===== config.mk =====
export PLATFORM = sky130hd
export DESIGN_NAME = texture_mapper_hls_fifo
export DESIGN_NICKNAME = d
export VERILOG_FILES = /design/src/rtl/texture_mapper_hls_pkg.sv /design/src/rtl/texture_mapper_hls_fifo_ram.sv /design/src/rtl/texture_mapper_hls_fifo.sv
export SDC_FILE = /design/constraint.sdc
export NUM_CORES = 1
export LEC_CHECK = 0
export ABC_AREA = 1
export CAP_MARGIN = 0
export CORE_ASPECT_RATIO = 1.4
export CORE_MARGIN = 10
export CORE_UTILIZATION = 40
export CTS_CLUSTER_DIAMETER = 100
export DETAILED_ROUTE_END_ITERATION = 10
export GPL_ROUTABILITY_DRIVEN = 0
export HOLD_SLACK_MARGIN = 0.08
export REMOVE_ABC_BUFFERS = 1
export SLEW_MARGIN = 5
export SYNTH_ARGS = -nofsm -noshare
export SYNTH_HDL_FRONTEND = slang
export SYNTH_SLANG_ARGS = --single-unit

===== constraint.sdc =====
create_clock -name clk -period 7.5 [get_ports clk]
set_input_delay 1.5 -clock clk [delete_from_list [all_inputs] [get_ports clk]]
set_output_delay 1.5 -clock clk [all_outputs]
set_load 0.03 [all_outputs]

===== src/rtl/texture_mapper_hls_pkg.sv =====
// Shared definitions for the texture mapper HLS FIFO slice.
//   clog2         : pointer width for a given entry count (minimum result 1 for depth 2)
//   DefaultWidth  : default data word width
//   DefaultDepth  : default number of entries
//   fifo_flags_t  : registered status flags {full, empty, overflow, underflow}
package texture_mapper_hls_pkg;

  localparam int unsigned DefaultWidth = 32;
  localparam int unsigned DefaultDepth = 16;

  typedef struct packed {
    logic full;
    logic empty;
    logic overflow;
    logic underflow;
  } fifo_flags_t;

  function automatic int unsigned clog2(input int unsigned value);
    int unsigned result;
    int unsigned v;
    result = 0;
    v      = value - 1;
    while (v > 0) begin
      result = result + 1;
      v      = v >> 1;
    end
    return result;
  endfunction

endpackage


===== src/rtl/texture_mapper_hls_fifo_ram.sv =====
// Simple dual-port storage array for texture_mapper_hls_fifo.
//   clk   : clock, rising edge
//   we    : write enable; wdata is stored at waddr
//   waddr : write address
//   wdata : write data
//   re    : read enable; rdata loads mem[raddr] on the next edge
//   raddr : read address
//   rdata : registered read data, held while re is low
// Storage is not reset. The FIFO never reads an address that is being written with a live
// word, so no write-first bypass is provided.
module texture_mapper_hls_fifo_ram
  import texture_mapper_hls_pkg::*;
#(
  parameter int unsigned width = DefaultWidth,
  parameter int unsigned depth = DefaultDepth,
  parameter int unsigned addr_w = clog2(depth)
) (
  input  logic              clk,
  input  logic              we,
  input  logic [addr_w-1:0] waddr,
  input  logic [width-1:0]  wdata,
  input  logic              re,
  input  logic [addr_w-1:0] raddr,
  output logic [width-1:0]  rdata
);

  logic [width-1:0] mem [depth];
  logic [width-1:0] rdata_q;

  always_ff @(posedge clk) begin
    if (we) begin
      mem[waddr] <= wdata;
    end
  end

  always_ff @(posedge clk) begin
    if (re) begin
      rdata_q <= mem[raddr];
    end
  end

  assign rdata = rdata_q;

endmodule


===== src/rtl/texture_mapper_hls_fifo.sv =====
// Synchronous single-clock FIFO between HLS-generated texture mapper stages.
//   clk        : clock, rising edge
//   reset      : synchronous, active-high; clears pointers, count and flags, not storage
//   write_en   : push request, accepted when not full
//   write_data : word to push
//   read_en    : pop request, accepted when not empty
//   read_data  : popped word (1-cycle latency), held until the next accepted pop;
//                init_value until the first pop after reset
//   read_valid : one-cycle pulse when read_data is new
//   full/empty : registered, derived from count
//   count      : current occupancy
//   overflow   : one-cycle pulse, write_en seen while full
//   underflow  : one-cycle pulse, read_en seen while empty
// Optional: define TEXTURE_MAPPER_HLS_FIFO_ALMOST_EN to add almost_full / almost_empty
// outputs (count >= almost_full_thresh / count <= almost_empty_thresh).
module texture_mapper_hls_fifo
  import texture_mapper_hls_pkg::*;
#(
  parameter int unsigned     width               = DefaultWidth,
  parameter int unsigned     depth               = DefaultDepth,
  parameter logic [width-1:0] init_value         = '0,
  parameter int unsigned     almost_full_thresh  = 14,
  parameter int unsigned     almost_empty_thresh = 2
) (
  input  logic                   clk,
  input  logic                   reset,
  input  logic                   write_en,
  input  logic [width-1:0]       write_data,
  input  logic                   read_en,
  output logic [width-1:0]       read_data,
  output logic                   read_valid,
  output logic                   full,
  output logic                   empty,
  output logic [clog2(depth):0]  count,
`ifdef TEXTURE_MAPPER_HLS_FIFO_ALMOST_EN
  output logic                   almost_full,
  output logic                   almost_empty,
`endif
  output logic                   overflow,
  output logic                   underflow
);

  localparam int unsigned PtrW = clog2(depth);
  localparam int unsigned CntW = PtrW + 1;

  if ((depth < 2) || ((depth & (depth - 1)) != 0)) begin : g_depth_check
    $error("texture_mapper_hls_fifo: depth must be a power of two >= 2");
  end
  if (almost_empty_thresh > depth || almost_full_thresh > depth) begin : g_thresh_check
    $error("texture_mapper_hls_fifo: almost thresholds exceed depth");
  end

  logic [PtrW-1:0] wr_ptr_q, wr_ptr_d;
  logic [PtrW-1:0] rd_ptr_q, rd_ptr_d;
  logic [CntW-1:0] count_q, count_d;
  fifo_flags_t     flags_q, flags_d;
  logic            read_valid_q, read_valid_d;
  // Set by the first accepted pop; until then read_data shows init_value.
  logic            have_data_q, have_data_d;
  logic            wa, ra;
  logic [width-1:0] ram_rdata;

  // Accepts use the registered flags of this cycle; no look-ahead.
  assign wa = write_en & ~flags_q.full;
  assign ra = read_en & ~flags_q.empty;

  always_comb begin
    wr_ptr_d     = wr_ptr_q;
    rd_ptr_d     = rd_ptr_q;
    count_d      = count_q;
    have_data_d  = have_data_q | ra;
    read_valid_d = ra;

    if (wa) begin
      wr_ptr_d = wr_ptr_q + PtrW'(1);
    end
    if (ra) begin
      rd_ptr_d = rd_ptr_q + PtrW'(1);
    end
    if (wa && !ra) begin
      count_d = count_q + CntW'(1);
    end else if (ra && !wa) begin
      count_d = count_q - CntW'(1);
    end

    flags_d.full      = (count_d == CntW'(depth));
    flags_d.empty     = (count_d == '0);
    flags_d.overflow  = write_en & flags_q.full;
    flags_d.underflow = read_en & flags_q.empty;
  end

  always_ff @(posedge clk) begin
    if (reset) begin
      wr_ptr_q     <= '0;
      rd_ptr_q     <= '0;
      count_q      <= '0;
      flags_q      <= '{full: 1'b0, empty: 1'b1, overflow: 1'b0, underflow: 1'b0};
      read_valid_q <= 1'b0;
      have_data_q  <= 1'b0;
    end else begin
      wr_ptr_q     <= wr_ptr_d;
      rd_ptr_q     <= rd_ptr_d;
      count_q      <= count_d;
      flags_q      <= flags_d;
      read_valid_q <= read_valid_d;
      have_data_q  <= have_data_d;
    end
  end

  // Storage writes and reads are gated by reset so the reset cycle is fully ignored.
  texture_mapper_hls_fifo_ram #(
    .width  (width),
    .depth  (depth),
    .addr_w (PtrW)
  ) u_ram (
    .clk   (clk),
    .we    (wa & ~reset),
    .waddr (wr_ptr_q),
    .wdata (write_data),
    .re    (ra & ~reset),
    .raddr (rd_ptr_q),
    .rdata (ram_rdata)
  );

  assign read_data  = have_data_q ? ram_rdata : init_value;
  assign read_valid = read_valid_q;
  assign full       = flags_q.full;
  assign empty      = flags_q.empty;
  assign overflow   = flags_q.overflow;
  assign underflow  = flags_q.underflow;
  assign count      = count_q;

`ifdef TEXTURE_MAPPER_HLS_FIFO_ALMOST_EN
  logic almost_full_q, almost_empty_q;

  always_ff @(posedge clk) begin
    if (reset) begin
      almost_full_q  <= 1'b0;
      almost_empty_q <= 1'b1;
    end else begin
      almost_full_q  <= (32'(count_d) >= almost_full_thresh);
      almost_empty_q <= (32'(count_d) <= almost_empty_thresh);
    end
  end

  assign almost_full  = almost_full_q;
  assign almost_empty = almost_empty_q;
`endif

endmodule

After elaboration in Yosys (flattened, before gate mapping). Memory sizes are Yosys's and may differ from the RTL's. A register that Yosys moved wholly into a read port is not among the register bits. Index checks and enable logic that the tools add are counted.

Add/subtract/negate cells: 4. $mul: 0. Divide/modulo/power cells: 0. Magnitude comparators: 0. Equal/unequal tests: 1. Shifts and indexed selects: 0. Multiplexer cells: 5. Bitwise gates (word level): 10. Reduce and logical (&&, ||, !) cells: 5.

Operators by type and width (count): 32-bit 2-to-1 mux (1); 5-bit 2-to-1 mux (2); 4-bit by 1-bit adder with 4-bit output, second input constant (2); 1-bit AND (6); 5-bit by 1-bit adder with 5-bit output, second input constant (1); 5-bit == test, second input constant (1); 5-bit zero test (1); 5-bit by 1-bit subtractor with 5-bit output, second input constant (1); 1-bit inverter (3); 1-bit logical AND (2); 1-bit zero test (2); 1-bit 2-to-1 mux (2); 1-bit OR (1).

Register bits after elaboration: 19. Bits in latches: 0. RAM bits: 512. ROM bits: 0. Output and inout bits: 42. Logic and storage cells: 35. Memories kept: 1.

Memory list: u_ram.mem (words 16, width 32, rd ports 1, clocked after Yosys merged registers in 1, write ports 1, line texture_mapper_hls_fifo_ram.sv:27) `logic [width-1:0] mem [depth];`.

Longest topological paths before layout. Gate-level depths: netlist of the first run.

Depth in word-level cells: 7. Mapped depth: 10. Gate-level depth less buffers: 10.

Modules after synthesis. Synthesis of the first run repeated with hierarchy kept, for this count alone.

Cells, all modules: 2314. Area, all modules: 24215.7 um^2.

By module, submodules not included: texture_mapper_hls_fifo_ram (times used 1, cells each 2120, area each 23050.9 um^2, sequential area each 16335.7 um^2); texture_mapper_hls_fifo (times used 1, cells each 194, area each 1164.9 um^2, sequential area each 380.4 um^2).

Worst setup path after synthesis of the first run. OpenSTA, ideal clock, no wires.

Path type: input -> register. Start point: input port reset. End point: memory u_ram.mem[15][0] (netlist name) (enable). Setup time: 0.421 ns. Data arrival time: 3.369 ns. Slack: 3.710 ns. Stages on the path: 4. Path buffers: 1. Cells stage by stage: inv_1 > clkbuf_1 > nand3_1 > nor2_1.

Cells in the longest elaborated chain, start to end: 4.

RTL lines: from (decl) (line texture_mapper_hls_fifo.sv:26) `input logic reset,`; 1-bit inverter (line texture_mapper_hls_fifo.sv:117) `.we (wa & ~reset),`; 1-bit AND (line texture_mapper_hls_fifo.sv:117); 1-bit 2-to-1 mux (line texture_mapper_hls_fifo_ram.sv:31) `if (we) begin`; 1-bit 2-to-1 mux (not written as such) (line texture_mapper_hls_fifo_ram.sv:32) `mem[waddr] <= wdata;`; to (decl) (line texture_mapper_hls_fifo_ram.sv:27).

No other way between the ends.

Worst setup path in the final report of the first run.
Start point: input port write_en. End point: memory u_ram.mem[4][29] (netlist name) (enable).

Cells in the longest elaborated chain, start to end: 4.

RTL lines: from (decl) (line texture_mapper_hls_fifo.sv:27) `input logic write_en,`; 1-bit AND (line texture_mapper_hls_fifo.sv:64) `assign wa = write_en & ~flags_q.full;`; 1-bit AND (line texture_mapper_hls_fifo.sv:117); 1-bit 2-to-1 mux (line texture_mapper_hls_fifo_ram.sv:31); 1-bit 2-to-1 mux (not written as such) (line texture_mapper_hls_fifo_ram.sv:32).

No other way between the ends.

==> impl_summary.md, run 1 <==
Outcome
The flow ran to the end, and the final reports show no timing, DRC or antenna violations.

Yosys
The synthesized area divided by synthesized cell count is 13.4 um^2. By area the synthesized netlist is led by sky130_fd_sc_hd__edfxtp_1, sky130_fd_sc_hd__nor2_1, sky130_fd_sc_hd__o21ai_0, sky130_fd_sc_hd__o211ai_1, sky130_fd_sc_hd__o221ai_1. sky130_fd_sc_hd__edfxtp_1 takes more of the synthesized area than any other cell. The netlist area before placement is around 22000 um^2. In the synthesized netlist the async set-or-reset flop fraction comes to 0. The Yosys step of the flow raised 0 warnings. The number of synthesized register bits is around 560.

Yosys mapped a number of flops with a built-in enable equal to ~540. Among all flip-flop cells after synthesis, the most frequent one is sky130_fd_sc_hd__edfxtp_1. The number of standard cells after synthesis is about 1.6k. The portion of synthesized cell area occupied by the leading cell type is 0.743. For this run, the register share of the synthesized area comes to 0.760. The netlist uses 26 different library cells.

Die
The die covers about 65000 um^2. The floorplan has slightly above 100 rows. The initial utilization of the core area, before any placement, comes to 0.405. For this design the top-level I/O count stands at 78. The floorplan die width is between 200 and 250 um.

The total core area is approximately 54000 um^2. Measured along the y axis, the die boundary spans roughly 300 um.

Worst hold path
The path class of the tightest hold or removal check is reg -> reg. The startpoint of the lowest-slack hold path is empty.

Clock tree
The total clock buffers created by CTS is 52. The number of buffers added for setup after CTS is 0. The CTS H-tree depth is 2. The CTS tree is yes. The maximum clock insertion buffer count is 3. The register clock-pin slew on the reported worst setup and hold paths is 0.06 ns. The total clock sinks is 563. The number of gates resized after CTS was 0. The root buffer cell chosen for the clock tree is sky130_fd_sc_hd__clkbuf_16. At the later pin of the worst-skew pair, clock insertion delay measures approximately 0.57 ns. The number of buffers inserted for hold repair after clock tree synthesis is 0.

Power and ir drop
Of the total power, combinational logic draws 0.121. The internal power component is approximately 0.005 W. Of the total power, the share spent switching nets is 0.254. The switching power summed over all nets is about 0.0018 W.

The clock share of power is 0.361. The sequential cell fraction of total power is 0.519. For this design the ratio of total power to cell area is 277 nW/um^2. Across the VDD grid, the largest voltage drop is between 0.15 and 0.2 mV. Summed over all cells, the static leakage comes to between 8 and 9 nW. Summing internal, switching and leakage power gives between 0.006 and 0.007 W.

Flow run
Max-cap violations in this run came to 0.

STA
The number of endpoints with negative hold slack in the final report is 0. After layout, the minimum clock period comes to approximately 4.0 ns. Setup repair after global routing left no endpoint under its margin. Setup total negative slack on the finished layout was measured at 0 ns. At the pin with the least slew margin, the transition time is between 1 and 1.5 ns.

The relative slew slack is 0.239. Timing would allow up to around 0.25 GHz. In the finished design, the share of the clock period the worst path needs comes to 0.528. The worst-case clock skew is approximately 0.012 ns. The count of pins over their slew limit is 0.

The count of endpoints failing setup in the final report is 0.

Drt
The vias per cell is 5.63. After detailed routing, no signal wire sits above met4. The routed design uses around 26 mm of met2 wire. In this run the remaining antenna-violating nets after routing total 0. The first detailed-routing pass took 5 iterations. The routed length per instance is 22.8 um. The number of violations reported at the end of detailed-routing iteration 0 is 1387. The routed layout has 13.7k vias. The met3 routed wirelength is between 3 and 4 mm.

For this block, the routed nets add up to 55.4 mm of wire. The DRC violation count after routing is 0. The total routed wire length on the met1 layer is around 24 mm.

Global route
The maximum number of pins on one net before global-route repair is about 190. The initial antenna violation count is 0. In the global route stage, overall resource usage came out at 0.166.

The first-pass GRT wire length is approximately 83 mm. The total overflow reported by the global router is 0. The number of global-route vias before repair was around 13k.

Worst setup path
The data required time of the worst path is around 7.7 ns. At the worst endpoint, the arrival time is roughly 4.2 ns. The startpoint of the worst-slack reg-to-reg timing path is rd_ptr_q[1]. The critical path launch point is write_en. The critical path capture point type is a flop. Along the worst path, the maximum fanout reaches 32. The worst setup path is of the in -> reg kind. The startpoint kind of the worst setup timing path is an input pin.

Layout
Registers take 16700 um^2. The layout has about 4.9k filler cells. The multi-input gate area in the final layout is roughly 4700 um^2. The area growth from synthesis to layout is 13.4%. Of the cells placed in the final design, the portion with a size suffix greater than 1 is 0.0596. The final layout contains about 1.7k nets.

The final cell utilization of the core is 0.459. With fillers left out, the area of the finished cells amounts to between 20000 and 25000 um^2. The number of antenna cells inserted is 0.

Placement
The number of I/O port buffers is between 70 and 80. Detailed placement ended at an HPWL of around 32 mm. The placed instance area is around 23000 um^2.
-- through the flow --
stage	worst slack (ns)	hold slack (ns)	std cells
after global routing	3.33	0.533	2431
after detailed placement	2.93	0.475	2341
after floorplan	-0.909	0.473	1533
after CTS	3.44	0.484	2431
after global placement	3.01	0.490	2341
final	3.54	0.475	2431
-- placed cells by master, fill, tap and decap left out --
| cell | n |
|---|---|
| sky130_fd_sc_hd__edfxtp_1 | 544 |
| sky130_fd_sc_hd__nor2_1 | 306 |
| sky130_fd_sc_hd__o21ai_0 | 219 |
| sky130_fd_sc_hd__nand2_1 | 101 |
| sky130_fd_sc_hd__clkdlybuf4s50_1 | 77 |
| sky130_fd_sc_hd__o211ai_1 | 72 |
| sky130_fd_sc_hd__o221ai_1 | 56 |
| sky130_fd_sc_hd__clkbuf_16 | 53 |
| sky130_fd_sc_hd__inv_1 | 46 |
| sky130_fd_sc_hd__nand3_1 | 46 |
| sky130_fd_sc_hd__o21ai_1 | 41 |
| sky130_fd_sc_hd__o22ai_1 | 36 |
| sky130_fd_sc_hd__nor2_4 | 17 |
| sky130_fd_sc_hd__clkinv_1 | 16 |
| sky130_fd_sc_hd__dfxtp_1 | 14 |
| sky130_fd_sc_hd__a21oi_1 | 11 |
| sky130_fd_sc_hd__clkinv_2 | 11 |
| sky130_fd_sc_hd__buf_4 | 9 |
| sky130_fd_sc_hd__clkbuf_1 | 8 |
| sky130_fd_sc_hd__ha_1 | 7 |
| sky130_fd_sc_hd__bufinv_16 | 3 |
| sky130_fd_sc_hd__dfxtp_4 | 3 |
| sky130_fd_sc_hd__inv_2 | 2 |
| sky130_fd_sc_hd__nand3b_1 | 2 |
| sky130_fd_sc_hd__xor2_1 | 2 |
| sky130_fd_sc_hd__nor3_1 | 2 |
| sky130_fd_sc_hd__dfxtp_2 | 2 |
| sky130_fd_sc_hd__inv_6 | 1 |
| sky130_fd_sc_hd__nand4_1 | 1 |
| sky130_fd_sc_hd__nor4_1 | 1 |
| sky130_fd_sc_hd__buf_12 | 1 |
-- kinds of logic after synthesis --
logic type / count (synthesis) / synth area share
buffers and inverters: 163 / 0.0319
AOI/OAI and AO/OA: 435 / 0.119
xor gates and xnor gates: 2 / 0.000797
DFF: 563 / 0.760
and+or+nand+nor: 476 / 0.0845
adders and majority gates: 7 / 0.00398
-- worst max-delay path: stages --
cell and delay (ns):
sky130_fd_sc_hd__clkdlybuf4s50_1 0.50, sky130_fd_sc_hd__inv_1 0.07, sky130_fd_sc_hd__nor2_1 0.59, sky130_fd_sc_hd__nand2_1 0.48
sky130_fd_sc_hd__nor2_4 0.99
-- Yosys cell counts, drive strengths merged, types with 2 or more instances --
master  number
buf         46
o22ai       36
clkbuf      67
o211ai      72
o21ai      260
edfxtp     544
inv         49
dfxtp       19
xor2         2
a21oi       11
ha           7
nand3b       2
nor2       323
nand3       46
nand2      101
o221ai      56
nor3         2
-- power by group through the flow --
stage | sequential, W | clock (W) | combinational (W)
final | 0.00358 | 0.00249 | 0.000833
after global routing | 0.00359 | 0.00264 | 0.000919
after CTS | 0.00358 | 0.00252 | 0.000831
after detailed placement | 0.00365 | 0 | 0.000828
after global placement | 0.00365 | 0 | 0.000809
after floorplan | 0.00368 | 0 | 0.000440
-- registers in the layout (all words and copies together), names as in the netlist --
| signal | flops |
|---|---|
| wr_ptr_q | 4 |
| have_data_q | 1 |
| u_ram.rdata | 32 |
| u_ram.mem | 512 |
| empty | 1 |
| full | 1 |
| read_valid | 1 |
| count | 5 |
| overflow | 1 |
| rd_ptr_q | 4 |
| underflow | 1 |
-- per-layer routing --
| metal | vias up | track usage |
|---|---|---|
| met2 | 488 | 0.258 |
| met1 | 6959 | 0.239 |
| met4 | 0 | 0.0449 |
| li1 | 6151 | - |
| met5 | - | 0 |
| met3 | 78 | 0.0225 |
-- worst paths after layout --
path	endpoint	slack [ns]	cells after the start
worst max-delay path	u_ram.mem[4][29]	3.54	5
worst min-delay path	underflow	0.47	2
worst max register to register	u_ram.rdata[28]	4.50	5
worst min register to register	underflow	0.47	2
-- final cells by class --
type,instances,area share
sequential,563,0.671
clock buffer,61,0.0544
inverter,50,0.00772
multi-input combinational,920,0.189
tap,721,0.0362
clock inverter,29,0.00808
timing repair buffer,87,0.0344
(Power assumes the default switching activity.)
==> run 2, diff against run 1 <==
- clock period: 7.5 -> 3.3 ns (I/O delays scaled with it)
==> run 2 against run 1 <==
Design area up 2.3%. Die area is the same. Routed wire length increased by 0.24%. Global-route usage up 0.14 points. Via count grew 0.35%. Largest power group unchanged. Sequential share of layout area shrank 1.5 points. Flip-flop and latch count is the same. Count of clock-buffer cells in the layout rose by 3. Clock skew is 0.012 ns higher. Power is 130% higher.
==> impl_summary.md, run 2 (same netlist as run 1, synthesis figures left out) <==
Drt
The DRC violation count after routing is 0. The total via count in the routed design is approximately 14k. The number of violations reported at the end of detailed-routing iteration 0 is ~1.2k. The vias per cell is between 5 and 6. After detailed routing, the average wire length per cell comes to between 20 and 25 um. Before antenna repair, the detailed router went through 5 iterations. The count of nets left with antenna violations once routing finished came out at 0. Wires add up to between 50 and 60 mm.

Layout
The number of flip-flops in the largest register is between 500 and 600. Summing all multi-input logic gate instances after layout gives 4700 um^2. The register with the highest flop count is u_ram.mem.

0 antenna diodes ended up in the layout. The area growth from synthesis to layout is 16.1%. In the final layout, the share of cells above drive strength 1 is 0.0839. The library cells used most frequently in the layout, excluding fill and tap cells, are sky130_fd_sc_hd__edfxtp_1, sky130_fd_sc_hd__nor2_1, sky130_fd_sc_hd__o21ai_0, sky130_fd_sc_hd__nand2_1, sky130_fd_sc_hd__clkdlybuf4s50_1. The most common library cell in the layout ignoring fill and taps is sky130_fd_sc_hd__edfxtp_1.

The area taken by flip-flops and latches is around 17000 um^2. After filler insertion, the fill cell instance count of the layout stands at 4743. The number of nets in the final layout is 1754.

STA
For the pin with the worst max-slew slack, the measured transition is around 0.9 ns. Setup violations remaining at the end of the flow were counted as 0. Static timing analysis puts the maximum clock frequency at 0.347 GHz. Setup repair after global routing left no endpoint under its margin. The final period demand of the worst path is around 2.9 ns. The relative slew slack is 0.403.

Adding up every negative setup slack in the final design gives 0 ns. The number of endpoints with negative hold slack in the final report is 0. The count of pins over their slew limit was 0. The worst-case clock skew is ~0.023 ns.

The share of the clock period used by the worst path after layout is 0.873.

Die
The die covers roughly 65000 um^2. In this run the core area contains 101 standard-cell rows. The top-level I/O count is a little under 80. The total area inside the core boundary comes to ~54000 um^2. From bottom edge to top edge, the die measures between 200 and 300 um. From left edge to right edge, the die measures 218 um.

For this configuration, the core starts out at a cell density of 0.405.

Power and ir drop
The worst supply voltage drop on vdd is about 0.42 mV. The leakage dissipation is about 8.3 nW. The design draws between 0.015 and 0.02 W. In this run the power density over the cells is just over 600 nW/um^2.

Worst setup path
The critical path capture point type is an output port. The reg2reg setup slack is roughly 1.2 ns. The startpoint of the worst-slack reg-to-reg timing path is rd_ptr_q[1]. The path type of the worst setup path is reg -> out. The depth of the most critical reg-to-reg path is 6. Of all nets on the critical path, the largest fanout is 20.

The cell count along the critical path is 4. The arrival time at the worst endpoint is approximately 2.2 ns. The critical path goes through buf_12 > nand2_1 > inv_1 > clkdlybuf4s50_1. The endpoint identified for the worst register-to-register timing path is u_ram.rdata[12].

The startpoint kind of the worst setup timing path is a flop. On the critical path the largest part of the delay comes from buffers and inverters. STA puts the critical path data required time at between 2 and 3 ns.

The sum of buffers and inverters on the critical path is 3. The cell with the largest stage delay on the worst path is sky130_fd_sc_hd__clkdlybuf4s50_1. For this run, the slowest stage of the critical path takes ~0.67 ns.

Global route
For this run the aggregate overflow at the end of global routing stands at 0. The number of global-route vias before repair came to around 13k. The maximum number of pins on one net before global-route repair is between 100 and 150. The overall fraction of global-route tracks in use is 0.167. The first global-routing pass estimated roughly 84 mm of wire. The initial antenna violation count came to 1.

Clock tree
The maximum clock insertion buffer count is 3. The total clock buffers created by CTS is between 50 and 60. CTS built an H-tree with a depth of 2. CTS saw 563 sinks. After clock tree synthesis, the flow added hold-fix buffers numbering 0.

The register clock-pin slew on the reported worst setup and hold paths is about 0.060 ns. The post-cts sizing count is 0. In this run the clock root is driven by a sky130_fd_sc_hd__clkbuf_16. The CTS tree is yes. Buffers added to address setup during post-CTS repair amount to 0. The clock reaches the later pin of the worst-skew pair after 0.59 ns.

Flow run
The total of max-cap violations is 0.

Placement
Once detailed placement completed, the half-perimeter wirelength came to ~33 mm. During placement, the flow inserted port buffers numbering 77.

Worst hold path
The type of the worst min-delay path is reg -> reg. The worst min-delay path endpoint is underflow. The startpoint of the lowest-slack hold path is empty. The number of cells on the worst hold path is 2.

Outcome
The flow ran to the end, and the final reports show no timing, DRC or antenna violations.
==> run 2: layout make-up <==
type,instances,share of cell area
inverter,50,0.00755
sequential,563,0.655
clock inverter,31,0.0105
clock buffer,64,0.0536
multi-input combinational,920,0.184
timing repair buffer,124,0.0533
tap,721,0.0353
==> run 2: how the worst max path moves through the flow <==
stage / slack, ns / endpoint / from
floorplan: -5.11 / u_ram.rdata[19] / rd_ptr_q[0]
detailed placement: 0.32 / u_ram.mem[10][8] / write_en
global route: 0.27 / read_data[25] / have_data_q
global placement: 0.37 / u_ram.mem[10][15] / write_en
CTS: 0.33 / read_data[25] / have_data_q
finish: 0.42 / read_data[25] / have_data_q
==> run 2: where the power goes <==
part	internal, W	switching [W]	total [W]
clock	0.00326	0.00256	0.00582
sequential	0.00800	0.000102	0.00810
combinational	0.000615	0.00138	0.00200
total	0.0119	0.00404	0.0159
==> run 2: tightest hold or removal path: cells and delay by family (launching register included) <==
| family | cells | cell delay [ns] |
|---|---|---|
| AND/OR/NAND/NOR | 2 | 0.10 |
| flip-flops | 1 | 0.33 |
==> run 2: metal layers <==
metal | vias to the layer above | GRT usage | share of wire
met4 | 2 | 0.0469 | 0.022
met2 | 487 | 0.268 | 0.48
met1 | 6904 | 0.233 | 0.43
met3 | 89 | 0.0239 | 0.069
met5 | - | 0 | 0.00023
li1 | 6242 | - | -
==> run 2: stage by stage <==
stage	cells	setup WS, ns	hold slack, ns	util	cell area (um^2)
floorplan	1533	-5.11	0.473	-	21500
global placement	2378	0.368	0.463	0.440	23900
detailed placement	2378	0.321	0.468	0.440	23900
CTS	2473	0.329	0.483	0.470	25500
global route	2473	0.274	0.506	0.470	25500
finish	2473	0.419	0.473	0.470	25500
